$ cat src/rtl/debounce_pkg.sv
// ============================================================================
// debounce_pkg : shared constants and helpers for the switch debouncer
// Revision     : 1.0
// ============================================================================
`default_nettype none

package debounce_pkg;

  // Depth of the input synchronizer; only the first stage may go metastable.
  localparam int unsigned SYNC_STAGES = 2;

  // Level every debounced output takes on reset.
  localparam logic SW_RESET_LEVEL = 1'b0;

  // Width needed to hold values 0..value-1.
  function automatic int unsigned clog2(input int unsigned value);
    int unsigned result;
    result = 0;
    for (int i = 0; i < 32; i++) begin
      if (((value - 1) >> i) != 0) begin
        result = unsigned'(i + 1);
      end
    end
    return result;
  endfunction

endpackage : debounce_pkg

`default_nettype wire

$ cat src/rtl/debounce_chan.sv
// ============================================================================
// debounce_chan : single-bit synchronizer plus stability counter
// Revision      : 1.0
// ============================================================================
`default_nettype none

module debounce_chan
  import debounce_pkg::*;
#(
  parameter int unsigned STABLE_CYCLES = 16
) (
  input  logic clk,
  input  logic rst_n,
  input  logic d,
  output logic q,
  output logic pulse,
  output logic idle
);

  localparam int unsigned CNT_W = clog2(STABLE_CYCLES);
  localparam logic [CNT_W-1:0] CNT_MAX = CNT_W'(STABLE_CYCLES - 1);

  logic [SYNC_STAGES-1:0] sync_q, sync_d;
  logic [CNT_W-1:0]       cnt_q, cnt_d;
  logic                   q_q, q_d;
  logic                   pulse_q, pulse_d;
  logic                   sync_out;

  assign sync_out = sync_q[SYNC_STAGES-1];

  always_comb begin
    sync_d  = {sync_q[SYNC_STAGES-2:0], d};
    q_d     = q_q;
    pulse_d = 1'b0;
    cnt_d   = '0;
    if (sync_out != q_q) begin
      if (cnt_q == CNT_MAX) begin
        q_d     = sync_out;
        pulse_d = 1'b1;
      end else begin
        cnt_d = cnt_q + CNT_W'(1);
      end
    end
  end

  // Idle is judged on next-state values so the registered settled flag lines up with the outputs.
  assign idle = (sync_d[SYNC_STAGES-1] == q_d) && (cnt_d == '0);

  always_ff @(posedge clk) begin
    if (!rst_n) begin
      sync_q  <= '0;
      cnt_q   <= '0;
      q_q     <= SW_RESET_LEVEL;
      pulse_q <= 1'b0;
    end else begin
      sync_q  <= sync_d;
      cnt_q   <= cnt_d;
      q_q     <= q_d;
      pulse_q <= pulse_d;
    end
  end

  assign q     = q_q;
  assign pulse = pulse_q;

endmodule : debounce_chan

`default_nettype wire

$ cat src/rtl/switch_debounce.sv
// ============================================================================
// switch_debounce : multi-channel switch/pushbutton synchronizer and debouncer
// Revision        : 1.0
// ============================================================================
`default_nettype none

module switch_debounce
  import debounce_pkg::*;
#(
  parameter int unsigned WIDTH         = 3,
  parameter int unsigned STABLE_CYCLES = 16
) (
  input  logic             clk,
  input  logic             rst_n,
  input  logic [WIDTH-1:0] sw_in,
  output logic [WIDTH-1:0] sw_out,
  output logic [WIDTH-1:0] chg,
  output logic             settled
);

  logic [WIDTH-1:0] idle;
  logic             settled_q, settled_d;

  generate
    for (genvar i = 0; i < WIDTH; i++) begin : g_chan
      debounce_chan #(
        .STABLE_CYCLES(STABLE_CYCLES)
      ) u_chan (
        .clk  (clk),
        .rst_n(rst_n),
        .d    (sw_in[i]),
        .q    (sw_out[i]),
        .pulse(chg[i]),
        .idle (idle[i])
      );
    end
  endgenerate

  always_comb begin
    settled_d = &idle;
  end

  always_ff @(posedge clk) begin
    if (!rst_n) begin
      settled_q <= 1'b1;
    end else begin
      settled_q <= settled_d;
    end
  end

  assign settled = settled_q;

endmodule : switch_debounce

`default_nettype wire

$ cat config.mk
export PLATFORM = sky130hd
export DESIGN_NAME = switch_debounce
export DESIGN_NICKNAME = d
export VERILOG_FILES = /design/src/rtl/debounce_pkg.sv /design/src/rtl/debounce_chan.sv /design/src/rtl/switch_debounce.sv
export SDC_FILE = /design/constraint.sdc
export NUM_CORES = 1
export LEC_CHECK = 0
export CAP_MARGIN = 15
export CORE_MARGIN = 2
export CORE_UTILIZATION = 48
export DETAILED_ROUTE_END_ITERATION = 12
export GPL_TIMING_DRIVEN = 0
export PLACE_DENSITY_LB_ADDON = 0.08
export SKIP_LAST_GASP = 1
export SLEW_MARGIN = 20
export SYNTH_ARGS = -nofsm -noshare
export SYNTH_HDL_FRONTEND = slang
export SYNTH_HIERARCHICAL = 1
export SYNTH_SLANG_ARGS = --single-unit
$ cat constraint.sdc
create_clock -name clk -period 1.4 [get_ports clk]
set_input_delay 0.28 -clock clk [delete_from_list [all_inputs] [get_ports clk]]
set_output_delay 0.28 -clock clk [all_outputs]
set_load 0.03 [all_outputs]
### After elaboration in Yosys (flattened, before gate mapping)

Cells that the tools add are included.

* register bits: 25
* word-level logic and storage cells: 50
* input bits: 5
* output and inout bits: 7

* equality and inequality tests: 9
* multiplexer cells: 15
* reductions and logical operators: 10
* $add $sub $neg: 3

Operators by type and width (count)
* $mux 4: 6
* $add 4x1->4 const B: 3
* $eq 4x4->1 const B: 3
* $logic_not 4->1: 3
* $mux 1: 9
* $reduce_and 2->1: 3
* $eq 1x1->1: 3
* $logic_and 1x1->1: 3
* $ne 1x1->1: 3
* $reduce_and 3->1: 1

### Logic depth before layout (Yosys ltp)

* depth after elaboration: 6
* mapped depth: 7
* depth with buffers taken out: 7

### Modules after synthesis

Netlist, hierarchy kept.

Modules (own cells, without submodules)
* debounce_chan: area an instance 356.6 sq um, instances 3, cells an instance 36, seq. area each 160.2 sq um
* switch_debounce: area an instance 28.8 sq um, instances 1, cells an instance 3, seq. area each 20.0 sq um

### Worst setup path before layout

OpenSTA, ideal clock, no wires.

* path kind: reg2reg
* start point: register g_chan[2].u_chan.cnt_q[0]
* end point: register settled_q, in the netlist settled
* data required time: 1.341 ns
* cell stages (with the launch flop): 8
* setup slack: 0.028 ns
* buffers on the path: 0
* arrival: 1.314 ns
* library setup time: 0.059 ns
* period minus slack after synthesis: 1.372 ns
* cells stage by stage: dfxtp_1 > ha_1 > nand3_2 > nor2_1 > nand2_1 > a311oi_2 > nand3_1 > nand2_1

* word-level cells in the longest chain between the ends: 6
* elaborated cells on any way between the ends: 10
* those cells by class: add/sub: 1; eq/ne: 2; mux: 4; reduce/logical: 3

RTL lines
* start: declaration: RTL line debounce_chan.sv:24 `logic [CNT_W-1:0] cnt_q, cnt_d;`
* start signal: assignment: RTL line debounce_chan.sv:57 `cnt_q <= cnt_d;`
* $add 4x1->4 or $eq 4x4->1 (tied branches): RTL line debounce_chan.sv:41, debounce_chan.sv:37
* $mux 4 or $mux 1 (tied branches): RTL line debounce_chan.sv:37 `if (cnt_q == CNT_MAX) begin`
* $mux 4 or $mux 1 (tied branches): RTL line debounce_chan.sv:36 `if (sync_out != q_q) begin`
* $logic_not 4->1 or $eq 1x1->1 (tied branches): RTL line debounce_chan.sv:47 `assign idle = (sync_d[SYNC_STAGES-1] == q_d) && (cnt_d == '0);`
* $logic_and 1x1->1 (*): RTL line debounce_chan.sv:47
* via idle[2]: RTL line switch_debounce.sv:21 `logic [WIDTH-1:0] idle;`
* $reduce_and 3->1 (*): RTL line switch_debounce.sv:40 `settled_d = &idle;`
* end signal: assignment: RTL line switch_debounce.sv:47 `settled_q <= settled_d;`
* end: declaration: RTL line switch_debounce.sv:22 `logic settled_q, settled_d;`

Mark *: on every way through the listed nets, which the timed path passes. The rest lies on a longest branch.
A chain may end at the register's enable or synchronous reset.

### Final worst setup path

* start point: register g_chan[0].u_chan.cnt_q[0]
* end point: register settled_q, in the netlist settled

* word-level cells in the longest chain between the ends: 6
* elaborated cells on any way between the ends: 10
* those cells by class: add/sub: 1; eq/ne: 2; mux: 4; reduce/logical: 3

RTL lines (RTL line)
* start: declaration: debounce_chan.sv:24
* start signal: assignment: debounce_chan.sv:57
* $add 4x1->4 or $eq 4x4->1 (tied branches): debounce_chan.sv:41, debounce_chan.sv:37
* $mux 4 or $mux 1 (tied branches): debounce_chan.sv:37
* $mux 4 or $mux 1 (tied branches): debounce_chan.sv:36
* $logic_not 4->1 or $eq 1x1->1 (tied branches): debounce_chan.sv:47
* $logic_and 1x1->1 (*): debounce_chan.sv:47
* via idle[0]: switch_debounce.sv:21
* $reduce_and 3->1 (*): switch_debounce.sv:40

Marked as above.

==> flow_metrics.env <==
export IMPL_syn_area_mm2=0.00110
export IMPL_synth_most_common_cell="dfxtp_1"
export IMPL_cts_buffer_depth=2
export IMPL_drc=0
export IMPL_rsz0062_at_grt="true"
export IMPL_cts_buffers=3
export IMPL_synth_nets=119
export IMPL_fp_row_count=17
export IMPL_initial_core_util=0.501
export IMPL_crit_type="reg -> reg"
export IMPL_hold_depth=2
export IMPL_vias=865
export IMPL_num_io_pins=12
export IMPL_clock_skew_ps=4.73
export IMPL_slew_headroom=0.691
export IMPL_area_delta_synth_final_pct=25.1
export IMPL_cts_tree="yes"
export IMPL_leakagePower_nw=0.539
export IMPL_p_comb_frac=0.066
export IMPL_worst_slew_pin_slew_ps=462
export IMPL_hold_ws_ps=365
export IMPL_reg2reg_depth=7
export IMPL_cp_start_kind="register"
export IMPL_grt_max_degree=17
export IMPL_critPathRequiredTime_ps=1670
export IMPL_antenna_found_initial=0
export IMPL_yosysTopAreaCell="dfxtp_1"
export IMPL_outcome="complete, no violations"
export IMPL_synthCells=111
export IMPL_p_sw_uw=271
export IMPL_drv_slew=0
export IMPL_holdBufCountCts=0
export IMPL_r2r_start="g_chan[0].u_chan/cnt_q[0]"
export IMPL_power_frac_seq=0.640
export IMPL_synth_ff_type="dfxtp_1"
export IMPL_hold_start="rst_n"
export IMPL_chipHeight_um=51.8
export IMPL_reg2reg_slack_ps=40
export IMPL_synth_top_area_share=0.456
export IMPL_cp_max_fo=5
export IMPL_regArea_um2=520
export IMPL_vdd_drop_max_uv=547
export IMPL_grt_remaining_overflow=0
export IMPL_routed_via_density=5.54
export IMPL_internal_power_uw=875
export IMPL_max_cap_violations=0
export IMPL_synthTopCellsByArea="dfxtp_1 46%, a311oi_2 4.1%, nor2_1 4.1%"
export IMPL_setup_viol=0
export IMPL_ys_types=25
export IMPL_highest_layer="met4"
export IMPL_port_buffers=11
export IMPL_fin_crit_sh=0.975
export IMPL_die_area_mm2=0.00269
export IMPL_gp_congestion=0.749
export IMPL_clkPwrFrac=0.294
export IMPL_ys_ff_latch=25
export IMPL_grt_use_total=0.176
export IMPL_die_x_um=51.8
export IMPL_numClockSinks=25
export IMPL_drive_gt1_frac=0.219
export IMPL_cts_root_buf="clkbuf_4"
export IMPL_core_mm2=0.00219
export IMPL_final_antenna_net_count=0
export IMPL_power_density_mw_per_mm2=834
export IMPL_fillers=186
export IMPL_ys_seq_area_frac=0.456
export IMPL_yosys_warnings=6
export IMPL_crit_arrival_ps=1630
export IMPL_clk_latency_ps=320
export IMPL_path_clk_slew_ps=140
export IMPL_drt_iter0_markers=8
export IMPL_h_tree_depth=1
export IMPL_period_needed_ps=1360
export IMPL_tns_ps=0
export IMPL_diodes=0
export IMPL_avgRoutedWirePerCell_um=12.7
export IMPL_hold_violations=0
export IMPL_avgSynthCellArea_um2=9.90
export IMPL_r2r_end="settled"
export IMPL_nets=137
export IMPL_post_dp_hpwl_um=1290
export IMPL_grt_pass1_vias=817
export IMPL_synth_commonest_cells="25 x dfxtp_1, 12 x nor2_1, 7 x nand2_1"
export IMPL_wl_met1_um=887
export IMPL_synth_edf_count=0
export IMPL_hold_path_class="in -> reg"
export IMPL_wirelength_um=1980
export IMPL_grt_pass1_wl_um=3530
export IMPL_worstSetupEndpointType="register"
export IMPL_netSwitchingFraction=0.236
export IMPL_whs_endpoint="settled"
export IMPL_postLayoutCoreUtil=0.627
export IMPL_ys_async_sr_fraction=0
export IMPL_dr_pass1_iters=4
export IMPL_max_freq_mhz=733
export IMPL_wl_met3_um=57
export IMPL_wl_met2_um=1020
export IMPL_multi_input_area_um2=656
state kept, by name, summed over array words and instances, names as in the netlist:
register and count:
g_chan.u_chan/cnt_q 12, g_chan.u_chan/sync_q 6, g_chan.u_chan/pulse 3, g_chan.u_chan/q 3
settled 1
logic make-up (layout without fill, tap and decap cells):
family	Yosys count	in the layout	share of synthesized area
flops	25	25	0.456
buf+inv	3	20	0.0102
mux	3	3	0.0273
fa+ha+maj	3	3	0.0342
simple gates	53	53	0.285
compound gates	18	18	0.140
xor+xnor	6	6	0.0478
power groups by stage:
stage               clock [mW]  sequential (mW)  combinational (mW)
floorplan                    0            0.758              0.0390
global placement             0            0.755              0.0697
detailed placement           0            0.756              0.0714
CTS                      0.356            0.737              0.0742
global route             0.387            0.736              0.0839
finish                   0.337            0.733              0.0754
placed cells by master, fill, tap and decap left out, types with 2 or more instances in the layout:
master	instances
nor3_1	3
nor3b_1	3
nand3b_1	3
clkbuf_4	3
inv_1	3
nand3_4	3
nand2b_1	3
or2b_1	3
and3_1	3
nor2_1	11
a311oi_2	3
a31oi_1	3
dfxtp_4	5
xor2_1	3
clkdlybuf4s50_1	3
mux2i_1	3
clkdlybuf4s15_2	2
nand2_1	7
a32oi_1	3
a311oi_1	3
and2_1	6
o21ai_0	3
nor3_2	2
buf_4	2
xnor2_1	3
nor2b_1	3
ha_4	3
dlygate4sd2_1	4
a21o_1	3
dfxtp_1	19
routing by layer:
| metal | vias up | GRT usage |
|---|---|---|
| met4 | 0 | 0.0833 |
| met1 | 413 | 0.215 |
| met3 | 2 | 0.0287 |
| met2 | 14 | 0.297 |
| li1 | 436 | - |
| met5 | - | 0 |
how the worst max path moves through the flow:
stage	from	to	slack (ps)	cells after the start
2_1_floorplan	g_chan[2].u_chan/cnt_q[0]	settled	30	7
3_3_place_gp	rst_n	g_chan[0].u_chan/cnt_q[3]	-170	3
3_5_place_dp	rst_n	g_chan[1].u_chan/cnt_q[3]	-190	3
4_1_cts	g_chan[2].u_chan/q	sw_out[2]	-50	1
5_1_grt	g_chan[0].u_chan/cnt_q[0]	settled	-90	7
6_report	g_chan[0].u_chan/cnt_q[0]	settled	40	7
critical path: stages (launching register included):
cell,delay (ps)
dfxtp_4,410
ha_4,170
nand3_4,130
nor3_4,130
nor3_1,70
a311oi_2,240
nand3_1,100
nand2_1,70
area by class of cell:
cell class	count	area share
Timing Repair Buffer	13	0.0874
Multi-Input combinational cell	83	0.477
Clock inverter	1	0.00638
Inverter	3	0.00820
Tap cell	28	0.0255
Sequential cell	25	0.379
Clock buffer	3	0.0164
per-stage QoR:
stage	cells	cell area, um^2	total power [mW]	setup slack [ps]
floorplan	111	1100	0.797	27.7
global placement	150	1240	0.825	-172
detailed placement	150	1240	0.827	-194
CTS	155	1350	1.17	-46.3
global route	156	1370	1.21	-89.5
finish	156	1370	1.15	35.3
timing repair:
action | 4_1_cts | 5_1_grt
gates resized for setup | 28 | 8
pin swaps | 0 | 2
setup buffers | 1 | 1
endpoints found under the setup margin | 8 | 4
Note: power is estimated with default switching activity, not from simulation.
